==> config.mk <==
export PLATFORM = sky130hd
export DESIGN_NAME = pic_priority_inta_sequencer
export DESIGN_NICKNAME = d
export VERILOG_FILES = /design/src/rtl/pic_priority_inta_sequencer.sv
export SDC_FILE = /design/constraint.sdc
export NUM_CORES = 1
export LEC_CHECK = 0
export BUFFER_PORTS_ARGS = -buffer_cell sky130_fd_sc_hd__buf_2
export CAP_MARGIN = 20
export CORE_MARGIN = 5
export CORE_UTILIZATION = 45
export DETAILED_ROUTE_END_ITERATION = 16
export SLEW_MARGIN = 5
export SYNTH_ARGS = -nofsm -noshare
export SYNTH_HDL_FRONTEND = slang
export SYNTH_SLANG_ARGS = --single-unit
==> constraint.sdc <==
create_clock -name clk -period 14 [get_ports clk]
set_clock_uncertainty 0.2 [all_clocks]
set_input_delay 0.7 -clock clk [delete_from_list [all_inputs] [get_ports clk]]
set_output_delay 0.7 -clock clk [all_outputs]
set_load 0.02 [all_outputs]
==> src/rtl/pic_priority_inta_sequencer.sv <==
// 8259 PIC core: IRR/ISR, rotating priority, INT generation and 8086-mode two-pulse INTA vector sequence.
// Build macro AEOI_ROTATE_EN: when defined, auto-EOI with the rotate flag set rotates priority at the end of ACK2.
module pic_priority_inta_sequencer #(
  parameter int SYNC_STAGES = 2,
  parameter int NUM_IR      = 8
) (
  input  logic              clk,
  input  logic              rst_neg,
  input  logic [NUM_IR-1:0] ir,
  input  logic              inta_neg,
  input  logic [NUM_IR-1:0] imr,
  input  logic              level_trigger_flag_and_edge_level_neg,
  input  logic              aeoi_and_eoi_neg_flag,
  input  logic              automatic_rotation_mode_flag,
  input  logic [4:0]        last_five_bits_of_vector_address,
  input  logic              ocw2_output_flag,
  input  logic [2:0]        control_bits,
  input  logic [2:0]        ir_level,
  input  logic              ready_to_accept_interrupts_flag,
  output logic              int_out,
  output logic [7:0]        vector_out,
  output logic              vector_oe,
  output logic [NUM_IR-1:0] irr,
  output logic [NUM_IR-1:0] isr
);

  localparam logic [1:0] ST_IDLE  = 2'd0;
  localparam logic [1:0] ST_ACK1  = 2'd1;
  localparam logic [1:0] ST_WAIT2 = 2'd2;
  localparam logic [1:0] ST_ACK2  = 2'd3;

  // Returns {found, index} of the highest-ranked set bit; rank 0 sits just above lowest_prio.
  function automatic logic [3:0] f_top(input logic [NUM_IR-1:0] vec, input logic [2:0] lp);
    logic [3:0] res;
    logic [2:0] idx;
    res = 4'b0000;
    for (int k = NUM_IR - 1; k >= 0; k--) begin
      idx = lp + 3'd1 + k[2:0];
      res = vec[idx] ? {1'b1, idx} : res;
    end
    return res;
  endfunction

  function automatic logic [2:0] f_rank(input logic [2:0] idx, input logic [2:0] lp);
    return idx - lp - 3'd1;
  endfunction

  function automatic logic [NUM_IR-1:0] f_onehot(input logic [2:0] idx);
    return {{(NUM_IR-1){1'b0}}, 1'b1} << idx;
  endfunction

  logic [SYNC_STAGES-1:0][NUM_IR-1:0] r_ir_sync;
  logic [SYNC_STAGES-1:0]             r_inta_sync;
  logic [SYNC_STAGES-1:0]             r_ocw2_sync;
  logic [NUM_IR-1:0] r_ir_d;
  logic              r_inta_d, r_ocw2_d, r_ocw2_pend;
  logic [1:0]        r_state;
  logic [2:0]        r_idx, r_lowest_prio;
  logic              r_spur, r_int, r_oe;
  logic [7:0]        r_vec;
  logic [NUM_IR-1:0] r_irr, r_isr;

  logic [NUM_IR-1:0] w_ir_s, w_ir_rise, w_irr_nxt, w_isr_nxt, w_set_mask, w_clr_mask, w_ack_clr, w_top_mask;
  logic              w_inta_fall, w_inta_rise, w_ocw2_edge, w_pending, w_int_nxt;
  logic [3:0]        w_cand, w_isr_top;
  logic [1:0]        w_state_nxt;
  logic [2:0]        w_idx_nxt, w_lp_nxt;
  logic              w_spur_nxt, w_oe_nxt;
  logic [7:0]        w_vec_nxt;

`ifndef AEOI_ROTATE_EN
  logic w_unused_rot;
  assign w_unused_rot = automatic_rotation_mode_flag;
`endif

  assign w_ir_s      = r_ir_sync[SYNC_STAGES-1];
  assign w_ir_rise   = w_ir_s & ~r_ir_d;
  assign w_inta_fall = r_inta_d & ~r_inta_sync[SYNC_STAGES-1];
  assign w_inta_rise = ~r_inta_d & r_inta_sync[SYNC_STAGES-1];
  assign w_ocw2_edge = r_ocw2_sync[SYNC_STAGES-1] ^ r_ocw2_d;

  assign w_cand     = f_top(r_irr & ~imr, r_lowest_prio);
  assign w_isr_top  = f_top(r_isr, r_lowest_prio);
  assign w_top_mask = w_isr_top[3] ? f_onehot(w_isr_top[2:0]) : {NUM_IR{1'b0}};
  // Fully nested: a request only interrupts when it outranks everything in service.
  assign w_pending  = w_cand[3] && (!w_isr_top[3] ||
                      (f_rank(w_cand[2:0], r_lowest_prio) < f_rank(w_isr_top[2:0], r_lowest_prio)));

  // Synchronizers, delayed copies for edge detection and the OCW2 execute strobe
  always_ff @(posedge clk or negedge rst_neg) begin
    if (!rst_neg) begin
      r_ir_sync   <= {(SYNC_STAGES*NUM_IR){1'b0}};
      r_inta_sync <= {SYNC_STAGES{1'b1}};
      r_ocw2_sync <= {SYNC_STAGES{1'b0}};
      r_ir_d      <= {NUM_IR{1'b0}};
      r_inta_d    <= 1'b1;
      r_ocw2_d    <= 1'b0;
      r_ocw2_pend <= 1'b0;
    end else begin
      r_ir_sync   <= {r_ir_sync[SYNC_STAGES-2:0], ir};
      r_inta_sync <= {r_inta_sync[SYNC_STAGES-2:0], inta_neg};
      r_ocw2_sync <= {r_ocw2_sync[SYNC_STAGES-2:0], ocw2_output_flag};
      r_ir_d      <= w_ir_s;
      r_inta_d    <= r_inta_sync[SYNC_STAGES-1];
      r_ocw2_d    <= r_ocw2_sync[SYNC_STAGES-1];
      r_ocw2_pend <= w_ocw2_edge;
    end
  end

  // INTA sequencer, OCW2 command execution and next IRR/ISR/INT values
  always_comb begin
    w_state_nxt = r_state;
    w_idx_nxt   = r_idx;
    w_spur_nxt  = r_spur;
    w_vec_nxt   = r_vec;
    w_oe_nxt    = r_oe;
    w_lp_nxt    = r_lowest_prio;
    w_set_mask  = {NUM_IR{1'b0}};
    w_clr_mask  = {NUM_IR{1'b0}};
    w_ack_clr   = {NUM_IR{1'b0}};
    case (r_state)
      ST_IDLE: begin
        if (w_inta_fall) begin
          w_state_nxt = ST_ACK1;
          if (w_cand[3]) begin
            w_idx_nxt  = w_cand[2:0];
            w_spur_nxt = 1'b0;
            w_set_mask = f_onehot(w_cand[2:0]);
            w_ack_clr  = f_onehot(w_cand[2:0]);
          end else begin
            w_idx_nxt  = 3'd7;
            w_spur_nxt = 1'b1;
          end
        end else begin
          w_state_nxt = ST_IDLE;
        end
      end
      ST_ACK1: begin
        if (w_inta_rise) w_state_nxt = ST_WAIT2;
        else             w_state_nxt = ST_ACK1;
      end
      ST_WAIT2: begin
        if (w_inta_fall) begin
          w_state_nxt = ST_ACK2;
          w_vec_nxt   = {last_five_bits_of_vector_address, r_idx};
          w_oe_nxt    = 1'b1;
        end else begin
          w_state_nxt = ST_WAIT2;
        end
      end
      ST_ACK2: begin
        if (w_inta_rise) begin
          w_state_nxt = ST_IDLE;
          w_oe_nxt    = 1'b0;
          // A spurious acknowledge never set an ISR bit, so auto-EOI must not clear one.
          if (aeoi_and_eoi_neg_flag && !r_spur) w_clr_mask = f_onehot(r_idx);
          else                                  w_clr_mask = {NUM_IR{1'b0}};
`ifdef AEOI_ROTATE_EN
          if (aeoi_and_eoi_neg_flag && !r_spur && automatic_rotation_mode_flag) w_lp_nxt = r_idx;
          else                                                                  w_lp_nxt = r_lowest_prio;
`endif
        end else begin
          w_state_nxt = ST_ACK2;
        end
      end
      default: w_state_nxt = ST_IDLE;
    endcase

    if (r_ocw2_pend) begin
      case (control_bits)
        3'b001: w_clr_mask = w_clr_mask | w_top_mask;
        3'b011: w_clr_mask = w_clr_mask | f_onehot(ir_level);
        3'b101: begin
          w_clr_mask = w_clr_mask | w_top_mask;
          if (w_isr_top[3]) w_lp_nxt = w_isr_top[2:0];
          else              w_lp_nxt = w_lp_nxt;
        end
        3'b111: begin
          w_clr_mask = w_clr_mask | f_onehot(ir_level);
          w_lp_nxt   = ir_level;
        end
        3'b110:  w_lp_nxt = ir_level;
        default: w_clr_mask = w_clr_mask;
      endcase
    end else begin
      w_clr_mask = w_clr_mask;
    end

    // The acknowledge set is applied after the clear so it wins on a shared bit.
    w_isr_nxt = (r_isr & ~w_clr_mask) | w_set_mask;
    if (level_trigger_flag_and_edge_level_neg) w_irr_nxt = w_ir_s;
    else                                       w_irr_nxt = (r_irr | w_ir_rise) & w_ir_s & ~w_ack_clr;
    w_int_nxt = (r_state == ST_IDLE) && !w_inta_fall && w_pending;
  end

  // Architectural state; not-ready holds the core in its quiescent state
  always_ff @(posedge clk or negedge rst_neg) begin
    if (!rst_neg) begin
      r_state       <= ST_IDLE;
      r_idx         <= 3'd7;
      r_spur        <= 1'b0;
      r_lowest_prio <= 3'd7;
      r_irr         <= {NUM_IR{1'b0}};
      r_isr         <= {NUM_IR{1'b0}};
      r_int         <= 1'b0;
      r_vec         <= 8'h00;
      r_oe          <= 1'b0;
    end else if (!ready_to_accept_interrupts_flag) begin
      r_state       <= ST_IDLE;
      r_lowest_prio <= 3'd7;
      r_irr         <= {NUM_IR{1'b0}};
      r_isr         <= {NUM_IR{1'b0}};
      r_int         <= 1'b0;
      r_oe          <= 1'b0;
    end else begin
      r_state       <= w_state_nxt;
      r_idx         <= w_idx_nxt;
      r_spur        <= w_spur_nxt;
      r_lowest_prio <= w_lp_nxt;
      r_irr         <= w_irr_nxt;
      r_isr         <= w_isr_nxt;
      r_int         <= w_int_nxt;
      r_vec         <= w_vec_nxt;
      r_oe          <= w_oe_nxt;
    end
  end

  assign int_out    = r_int;
  assign vector_out = r_vec;
  assign vector_oe  = r_oe;
  assign irr        = r_irr;
  assign isr        = r_isr;

endmodule

==> impl_metrics.json, run 1 <==
{
  "outcome": "complete, no violations",
  "ant_nets": 0,
  "setup_ws_ps": 7490,
  "vias": 4253,
  "synth_compound_gate_area_share": 0.194,
  "stdcell_count": 683,
  "hold_class": "flip-flop to flip-flop",
  "wire_per_inst_um": 19.2,
  "synthCells": 495,
  "gp_congestion": 0.913,
  "worst_setup_path_start_kind": "flip-flop",
  "critPathKind": "flip-flop to flip-flop",
  "synth-simple-area-share": 0.212,
  "grt_setup_unrepaired": "false",
  "seqCellArea_um2": 1660,
  "fin_hold_ws_ps": 149,
  "placementRows": 38,
  "synth-seq-cells": 66,
  "synth_top_family_by_area": "simple AND/OR/NAND/NOR gates",
  "clkLatencyLatePin_ps": 340,
  "cp-end-kind": "flip-flop",
  "wirelength_um": 13100,
  "worst-path-max-fanout": 65,
  "reg2reg_depth": 18,
  "ctsHoldBuffers": 0,
  "seq_power_share": 0.354,
  "worstPathRequired_ps": 14070,
  "slew_viol_final": 0,
  "grt_pass1_wl_um": 21800,
  "syn_area_um2": 4930,
  "overflow": 0,
  "min_to": "w_ir_s[3]",
  "powerDensity_nw_per_um2": 121,
  "min-delay-start": "r_ir_sync[3]",
  "fin_crit_sh": 0.465,
  "post-cts-setup-buffer-count": 0,
  "r2r_start": "r_lowest_prio[0]",
  "first_iter_violations": 392,
  "p_clk_frac": 0.230,
  "internal_power_mw": 0.403,
  "io-pin-count": 61,
  "die_y_um": 115,
  "clock-root-buffer": "clkbuf_8",
  "cts_max_level": 3,
  "reg2reg_setup_slack_ps": 7490,
  "cp.arrival_ps": 6570,
  "drt_pass1_iterations": 5,
  "p_leak_nw": 2.39,
  "synthToLayoutAreaGrowth_pct": 10.7,
  "setup_viol": 0,
  "period_needed_ps": 6510,
  "synthAdderAreaFrac": 0.0233,
  "antenna_found_initial": 0,
  "cts_tree": "done",
  "finalHoldViolCount": 0,
  "layout.nets": 581,
  "grt_max_degree": 67,
  "tightest_slew_ps": 857,
  "placed_cell_area_um2": 5270,
  "dp_slack_ps": 7600,
  "finalPower_mw": 0.661,
  "grt_usage": 0.207,
  "cts_resized": 0,
  "ys_types": 86,
  "synth_xor_area_frac": 0.0315,
  "muxShareOfSynthArea": 0.160,
  "dpl.hpwl_um": 9300,
  "clk_pin_slew_ps": 70,
  "layout-drive-gt1-share": 0.265,
  "synth_edf_count": 0,
  "fillCellCount": 1016,
  "grt_pass1_vias": 4231,
  "setup_tns_ps": 0,
  "drc": 0,
  "die_area_um2": 13200,
  "start_util": 0.457,
  "portBuffers": 59,
  "clock-sinks": 66,
  "seq_area_frac_synth": 0.337,
  "post-place-cells": 666,
  "max-slew-margin-rel": 0.425,
  "final_core_util": 0.506,
  "p_sw_mw": 0.258,
  "netSwitchingFraction": 0.391,
  "hold_depth": 0,
  "cap_viol_max_count": 0,
  "via_per_inst": 6.23,
  "peakVddDrop_mv": 0.110,
  "cts_buffers": 9,
  "multiInputGateArea_um2": 3060,
  "ys_warn_count": 0,
  "pwr-share-comb": 0.417,
  "reg2reg_to": "int_out",
  "synth_async_sr_flop_share": 1.00,
  "synth.avg_cell_area_um2": 9.96,
  "fp.coreArea_um2": 10800,
  "synth-main-ff-cell": "dfrtp_1",
  "syn_nets": 538,
  "fmax_mhz": 154,
  "antennaDiodeCount": 0,
  "cts.path.max_buffers": 2,
  "final_area_um2": 5460,
  "die_width_um": 115
}
[synthesized netlist by cell type, types with 4 or more instances]
cell,n,area share
a31oi_1,10,0.013
mux4_2,17,0.078
xnor2_1,6,0.011
o21ai_0,16,0.016
a221oi_2,4,0.012
o211ai_1,7,0.011
mux2_2,14,0.032
nand2_1,50,0.038
mux4_1,4,0.021
nand2b_1,10,0.013
nor4_1,4,0.0051
and3_1,4,0.0051
a211oi_1,9,0.014
a21oi_1,23,0.023
o21ai_1,4,0.0041
o2111ai_1,4,0.0071
nor3b_1,9,0.014
clkbuf_1,13,0.0099
nor3_1,9,0.0091
dfrtp_1,57,0.29
ha_1,6,0.015
nor2b_1,14,0.018
and2_1,4,0.0051
buf_2,13,0.013
dfstp_2,9,0.048
inv_1,9,0.0069
nand3_1,12,0.012
or3_1,4,0.0051
nand3b_1,11,0.017
mux2i_1,13,0.026
and3b_1,4,0.0071
a32o_1,4,0.0081
nor2_1,36,0.027
[registers in the layout, summed over array words and instances (netlist names)]
| name | cells |
|---|---|
| r_state | 2 |
| vector_out | 8 |
| int_out | 1 |
| r_inta_d | 1 |
| r_ocw2_d | 1 |
| r_ir_d | 8 |
| w_ir_s | 8 |
| r_lowest_prio | 3 |
| irr | 8 |
| r_ir_sync | 8 |
| r_idx | 3 |
| r_ocw2_pend | 1 |
| r_inta_sync | 2 |
| vector_oe | 1 |
| r_ocw2_sync | 2 |
| r_spur | 1 |
| isr | 8 |
[layout by cell type (no fill, tap or decap), drive strengths merged, types with 11 or more instances in the layout]
master  count
buf        65
dfrtp      57
nand2      50
nor2       36
a21oi      23
mux4       21
o21ai      21
mux2       15
nor2b      14
mux2i      13
nand3      12
nand3b     11
clkbuf     11
[metal layers]
layer	up-vias	track usage	part of all wire
li1	1981	-	-
met1	2132	0.283	0.44
met2	134	0.344	0.50
met3	6	0.0270	0.049
met4	0	0.0618	0.0092
met5	-	0	0
[worst max path at each step]
stage / from / endpoint
2_1_floorplan: r_lowest_prio[0] / int_out
3_3_place_gp: r_lowest_prio[0] / int_out
3_5_place_dp: r_lowest_prio[0] / int_out
4_1_cts: r_lowest_prio[0] / int_out
5_1_grt: r_lowest_prio[0] / int_out
6_report: r_lowest_prio[0] / int_out
[critical path, stage by stage (launching register included)]
cell      delay (ps)
dfstp_2          510
buf_4            460
inv_1            460
ha_2             450
buf_4            580
mux4_2           660
mux2i_1          310
a21oi_1          120
o21ai_0          330
nor3_1            90
nand2b_1         470
ha_1             380
fa_1             380
xnor2_1          150
xnor2_1          160
ha_1             310
a21oi_1          170
nor2_1            70
nor2_1           120
[final cells by class]
class / instances / share of cell area
flip-flops and latches: 66 / 0.305
well taps: 140 / 0.0321
multi-input cells: 386 / 0.560
repair buffers: 65 / 0.0619
clock buffers: 11 / 0.0241
inverters: 10 / 0.00733
clock inverters: 5 / 0.0101
[cells by family after synthesis]
group	count (synthesis)
and+or+nand+nor	189
AOI/OAI and AO/OA	128
DFF	66
muxes	49
buffers and inverters	43
xor gates and xnor gates	12
adders and majority gates	8
[power by group through the flow]
stage / logic [mW] / clock network (mW) / registers, mW
floorplan: 0.205 / 0 / 0.233
global placement: 0.267 / 0 / 0.235
detailed placement: 0.273 / 0 / 0.237
CTS: 0.275 / 0.157 / 0.233
global route: 0.304 / 0.165 / 0.237
finish: 0.276 / 0.152 / 0.234
Power figures use the tool's default switching activity.
==> inputs of run 2 (changes only) <==
--- a/config.mk
+++ b/config.mk
@@ -5,11 +5,13 @@
 export SDC_FILE = /design/constraint.sdc
 export NUM_CORES = 1
 export LEC_CHECK = 0
+export ABC_AREA = 1
 export BUFFER_PORTS_ARGS = -buffer_cell sky130_fd_sc_hd__buf_2
 export CAP_MARGIN = 20
 export CORE_MARGIN = 5
 export CORE_UTILIZATION = 45
 export DETAILED_ROUTE_END_ITERATION = 16
+export PLACE_DENSITY = 0.65
 export SLEW_MARGIN = 5
 export SYNTH_ARGS = -nofsm -noshare
 export SYNTH_HDL_FRONTEND = slang
==> constraint.sdc (replaced) <==
create_clock -name clk -period 6.4 [get_ports clk]
set_clock_uncertainty 0.2 [all_clocks]
set_input_delay 0.32 -clock clk [delete_from_list [all_inputs] [get_ports clk]]
set_output_delay 0.32 -clock clk [all_outputs]
set_load 0.02 [all_outputs]
==> impl_metrics.json, run 2 <==
{
  "io-pin-count": 61,
  "layout_commonest_cell": "nand2_1",
  "clkLatencyLatePin_ps": 340,
  "grt_pass1_wl_um": 18600,
  "final_cell_mix": "nand2_1, inv_1, buf_2, dfrtp_1, nand3_1",
  "fp.coreArea_um2": 9640,
  "yosysMostFrequentCell": "nand2_1",
  "antennaDiodeCount": 0,
  "cts.path.max_buffers": 2,
  "seq_area_frac_synth": 0.381,
  "drt_pass1_iterations": 5,
  "period_needed_ps": 5090,
  "crit_chain": "inv_4 -> ha_1 -> inv_2 -> nand2_1 -> nand2_1 -> nand2_1 -> o21ai_2 -> nand2_1 -> nand2_1 -> inv_2 -> o21ai_1 -> a21oi_1 -> o21ai_1 -> nand2_1 -> nand2_4 -> ha_1 -> fa_1 -> xnor2_1 -> xor2_1 -> ha_1 -> a21oi_1 -> nand2_1 -> a211oi_1",
  "wirelength_um": 11300,
  "finalHoldViolCount": 0,
  "synth_async_sr_flop_share": 1.00,
  "worstPathRequired_ps": 6440,
  "cap_viol_max_count": 0,
  "outcome": "complete, no violations",
  "critPathKind": "flip-flop to flip-flop",
  "setup_tns_ps": 0,
  "via_per_inst": 5.06,
  "hold_class": "input port to flip-flop",
  "cts_max_level": 3,
  "cp_slowest_cell": "dfstp_2",
  "start_util": 0.453,
  "setup_viol": 0,
  "cts_tree": "done",
  "cts_buffers": 9,
  "fmax_mhz": 196,
  "dpl.hpwl_um": 8700,
  "synth.avg_cell_area_um2": 7.13,
  "yosys.area.top_type_share": 0.327,
  "first_iter_violations": 281,
  "tightest_slew_ps": 807,
  "cpMostUsedCell": "nand2_1",
  "cts_resized": 0,
  "portBuffers": 59,
  "grt_usage": 0.201,
  "die_area_um2": 11800,
  "die_width_um": 109,
  "post-place-cells": 795,
  "worst-path-max-fanout": 31,
  "fin_crit_sh": 0.796,
  "ys_warn_count": 0,
  "layout.nets": 728,
  "ys_types": 44,
  "cp-end-kind": "flip-flop",
  "antenna_found_initial": 0,
  "grt_max_degree": 67,
  "slowest_delay_ps": 640,
  "syn_area_um2": 4370,
  "synth_edf_count": 0,
  "clock-root-buffer": "clkbuf_8",
  "stdcell_count": 823,
  "post-cts-setup-buffer-count": 0,
  "vias": 4164,
  "synth_area_leader_cell": "dfrtp_1",
  "syn_nets": 656,
  "layout-drive-gt1-share": 0.213,
  "synth-seq-cells": 66,
  "ys_top_cells_by_count": "nand2_1, inv_1, dfrtp_1, nand3_1, nor2_1",
  "overflow": 0,
  "drc": 0,
  "yosys-top-cells-area": "dfrtp_1, nand2_1, inv_1, dfstp_2, nand3_1",
  "worst_setup_path_start_kind": "flip-flop",
  "gp_congestion": 0.930,
  "die_y_um": 109,
  "cp.arrival_ps": 5130,
  "final_core_util": 0.531,
  "clock-sinks": 66,
  "ant_nets": 0,
  "clk_pin_slew_ps": 80,
  "grt_pass1_vias": 3889,
  "grt_setup_unrepaired": "false",
  "wire_per_inst_um": 13.8,
  "ctsHoldBuffers": 12,
  "synth-main-ff-cell": "dfrtp_1",
  "slew_viol_final": 0,
  "placementRows": 36,
  "synthCells": 613,
  "synthToLayoutAreaGrowth_pct": 17.2,
  "max-slew-margin-rel": 0.462
}
-- run 2: changes by cell type after synthesis, sizes merged, moves of 12 or more --
cell,delta
nand2,+190
inv,+69
nand3,+35
mux4,-21
nor2b,-14
a21oi,+13
mux2i,-13
o21ai,+13
clkbuf,-12
-- run 2: path summary, 6_finish.rpt --
kind | startpoint | to | cells past startpoint | slack [ps]
setup / recovery | r_lowest_prio[0] | int_out | 23 | 1310
hold / removal | last_five_bits_of_vector_address[3] | vector_out[6] | 2 | 20
setup reg to reg | r_lowest_prio[0] | int_out | 23 | 1310
hold reg to reg | r_ir_sync[0] | w_ir_s[0] | 0 | 150
max in group asynchronous | rst_neg | r_spur | 3 | 4990
min in group asynchronous | rst_neg | r_ocw2_sync[0] | 3 | 480
-- run 2: per-stage QoR --
step	area, um2	setup WS, ps	hold slack, ps
6_report	5120	1310	16.4
2_1_floorplan	4370	2070	-176
3_3_place_gp	4750	1480	132
3_5_place_dp	4750	1350	137
4_1_cts	5120	1320	5.83
5_1_grt	5120	915	5.29
-- run 2: routing by layer --
layer,share of wire,vias to the layer above,routed length [um],track usage
met5,0,-,0,0
met3,0.067,23,759,0.0293
li1,-,2100,-,-
met1,0.45,1878,5080,0.280
met2,0.46,163,5270,0.319
met4,0.020,0,232,0.0721
-- run 2: final cells by class --
type	instances	area [um2]
fill	951	4520
sequential	66	1660
tap	133	166
inverter	80	305
clock buffer	9	124
clock inverter	7	125
multi-input combinational	453	2290
timing repair buffer	75	445
-- run 2: cell families after synthesis --
group	after synthesis	synth area share
compound gates	96	0.144
simple gates	338	0.328
xor+xnor	5	0.0100
buf+inv	94	0.0948
fa+ha+maj	8	0.0264
mux	6	0.0155
flops	66	0.381
-- run 2: worst max-delay path: cells and delay by family (launching register included) --
kind	cells	cell delay (ps)
fa+ha+maj	4	1470
simple gates	8	1060
compound gates	6	830
flops	1	640
xor+xnor	2	400
buf+inv	3	360
Power of run 2 is not shown: default switching activity piles up to over one toggle a cycle in this logic, so the estimate is an artifact.
==> inputs of run 3 (changes only) <==
--- a/config.mk
+++ b/config.mk
@@ -5,13 +5,12 @@
 export SDC_FILE = /design/constraint.sdc
 export NUM_CORES = 1
 export LEC_CHECK = 0
-export ABC_AREA = 1
+export ABC_AREA = 0
 export BUFFER_PORTS_ARGS = -buffer_cell sky130_fd_sc_hd__buf_2
 export CAP_MARGIN = 20
 export CORE_MARGIN = 5
 export CORE_UTILIZATION = 45
 export DETAILED_ROUTE_END_ITERATION = 16
-export PLACE_DENSITY = 0.65
 export SLEW_MARGIN = 5
 export SYNTH_ARGS = -nofsm -noshare
 export SYNTH_HDL_FRONTEND = slang
==> constraint.sdc (replaced) <==
create_clock -name clk -period 5.2 [get_ports clk]
set_clock_uncertainty 0.2 [all_clocks]
set_input_delay 0.26 -clock clk [delete_from_list [all_inputs] [get_ports clk]]
set_output_delay 0.26 -clock clk [all_outputs]
set_load 0.02 [all_outputs]
==> impl_metrics.json, run 3 (same netlist as run 1, synthesis figures left out) <==
{
  "outcome": "complete, no violations",
  "max-slew-margin-rel": 0.302,
  "grt_pass1_vias": 4343,
  "cp.arrival_ps": 4940,
  "post-cts-setup-buffer-count": 0,
  "wirelength_um": 13700,
  "cts_resized": 0,
  "fin_crit_sh": 0.937,
  "fp.coreArea_um2": 10800,
  "cp_slowest_cell": "mux4_2",
  "gp_congestion": 0.975,
  "die_y_um": 115,
  "startpoint": "r_lowest_prio[0]",
  "grt_setup_unrepaired": "false",
  "p_sw_mw": 0.702,
  "start_util": 0.457,
  "via_per_inst": 6.13,
  "clk_pin_slew_ps": 70,
  "clock-sinks": 66,
  "tightest_slew_ps": 1040,
  "synthToLayoutAreaGrowth_pct": 16.4,
  "finalHoldViolCount": 0,
  "first_iter_violations": 434,
  "vias": 4350,
  "cts_tree": "done",
  "p_clk_frac": 0.253,
  "r2r_start": "r_lowest_prio[0]",
  "worst-path-max-fanout": 19,
  "layout_commonest_cell": "buf_2",
  "clkLatencyLatePin_ps": 340,
  "powerDensity_nw_per_um2": 327,
  "worstPathRequired_ps": 5270,
  "peakVddDrop_mv": 0.225,
  "overflow": 0,
  "dp_slack_ps": 340,
  "wire_per_inst_um": 19.3,
  "grt_pass1_wl_um": 22700,
  "setup_viol": 0,
  "worst_setup_path_start_kind": "flip-flop",
  "setup_tns_ps": 0,
  "multiInputGateArea_um2": 3060,
  "grt_max_degree": 67,
  "antennaDiodeCount": 0,
  "final_cell_mix": "buf_2, dfrtp_1, nand2_1, nor2_1, a21oi_1",
  "drt_pass1_iterations": 5,
  "io-pin-count": 61,
  "setup_ws_ps": 329,
  "hold_class": "input port to flip-flop",
  "period_needed_ps": 4870,
  "netSwitchingFraction": 0.373,
  "ant_nets": 0,
  "fmax_mhz": 205,
  "critPathKind": "flip-flop to flip-flop",
  "dpl.hpwl_um": 9940,
  "layout-drive-gt1-share": 0.270,
  "cts_max_level": 3,
  "portBuffers": 59,
  "placed_cell_area_um2": 5350,
  "min-delay-start": "control_bits[2]",
  "placementRows": 38,
  "die_width_um": 115,
  "final_area_um2": 5740,
  "die_area_um2": 13200,
  "drc": 0,
  "slew_viol_final": 0,
  "internal_power_mw": 1.18,
  "p_leak_nw": 2.52,
  "seqCellArea_um2": 1660,
  "cp-end-kind": "flip-flop",
  "seq_power_share": 0.333,
  "crit_chain": "inv_1 -> ha_2 -> buf_4 -> mux4_2 -> mux2i_1 -> a21oi_1 -> o21ai_0 -> nor3_1 -> nand2b_1 -> ha_1 -> fa_1 -> xnor2_1 -> xnor2_1 -> ha_1 -> a21oi_1 -> nor2_1 -> nor2_1",
  "antenna_found_initial": 0,
  "cts.path.max_buffers": 2,
  "layout.nets": 608,
  "cap_viol_max_count": 0,
  "fillCellCount": 967,
  "pwr-share-comb": 0.414,
  "slowest_delay_ps": 600,
  "clock-root-buffer": "clkbuf_8",
  "cts_buffers": 9,
  "grt_usage": 0.216
}
[run 3: cell count changes in the layout (fill, tap and decap cells not counted), sizes merged, moves of 12 or more]
| cell | delta |
|---|---|
| a21oi | -13 |
| nor2b | +14 |
| o21ai | -13 |
| mux2i | +13 |
| nand2 | -190 |
| mux4 | +21 |
| nand3 | -35 |
| inv | -69 |
| buf | +12 |
[run 3: through the flow]
stage	hold WS (ps)	cells	utilization	total power, mW
after floorplan	-236	495	-	1.18
after global placement	132	677	0.496	1.39
after detailed placement	135	677	0.496	1.40
after CTS	45.2	710	0.532	1.89
after global routing	67.9	710	0.532	2.00
final	56.5	710	0.532	1.88
[run 3: path summary, 6_finish.rpt]
path	slack, ps	endpoint	cells after the start
max	330	int_out	17
min	60	r_lowest_prio[1]	3
max reg2reg	330	int_out	17
min reg2reg	150	w_ir_s[3]	0
max in group asynchronous	3860	r_ocw2_sync[1]	3
min in group asynchronous	420	r_ir_sync[3]	3
[run 3: layout make-up]
| class | count | area share |
|---|---|---|
| repair buffers | 92 | 0.102 |
| flip-flops and latches | 66 | 0.290 |
| well taps | 140 | 0.0305 |
| multi-input cells | 386 | 0.533 |
| clock inverters | 4 | 0.0129 |
| clock buffers | 12 | 0.0253 |
| inverters | 10 | 0.00697 |
[run 3: worst max-delay path, delay by kind of cell, from the launching register on]
| family | cells | cell delay (ps) |
|---|---|---|
| flip-flops | 1 | 560 |
| XOR/XNOR | 2 | 280 |
| multiplexers | 2 | 910 |
| AO/OA/AOI/OAI | 3 | 520 |
| buffers and inverters | 2 | 380 |
| adder cells (fa/ha/maj) | 4 | 1450 |
| AND/OR/NAND/NOR | 4 | 480 |
[run 3: power groups by stage]
stage | sequential, mW | combinational, mW | clock, mW
floorplan | 0.628 | 0.553 | 0
global placement | 0.630 | 0.758 | 0
detailed placement | 0.634 | 0.763 | 0
CTS | 0.625 | 0.776 | 0.486
global route | 0.632 | 0.855 | 0.509
finish | 0.626 | 0.778 | 0.475
[run 3: what timing repair did]
item / 4_1_cts / 5_1_grt
hold endpoints to repair: 73 / 0
setup endpoints to repair: 0 / 0
hold buffers: 17 / 0
[run 3: metal layers]
metal | share of wire | global-route usage | wire (um) | vias up
li1 | - | - | - | 2029
met1 | 0.44 | 0.291 | 6060 | 2135
met2 | 0.49 | 0.361 | 6680 | 166
met3 | 0.050 | 0.0296 | 687 | 20
met4 | 0.020 | 0.0689 | 270 | 0
met5 | 0 | 0 | 0 | -
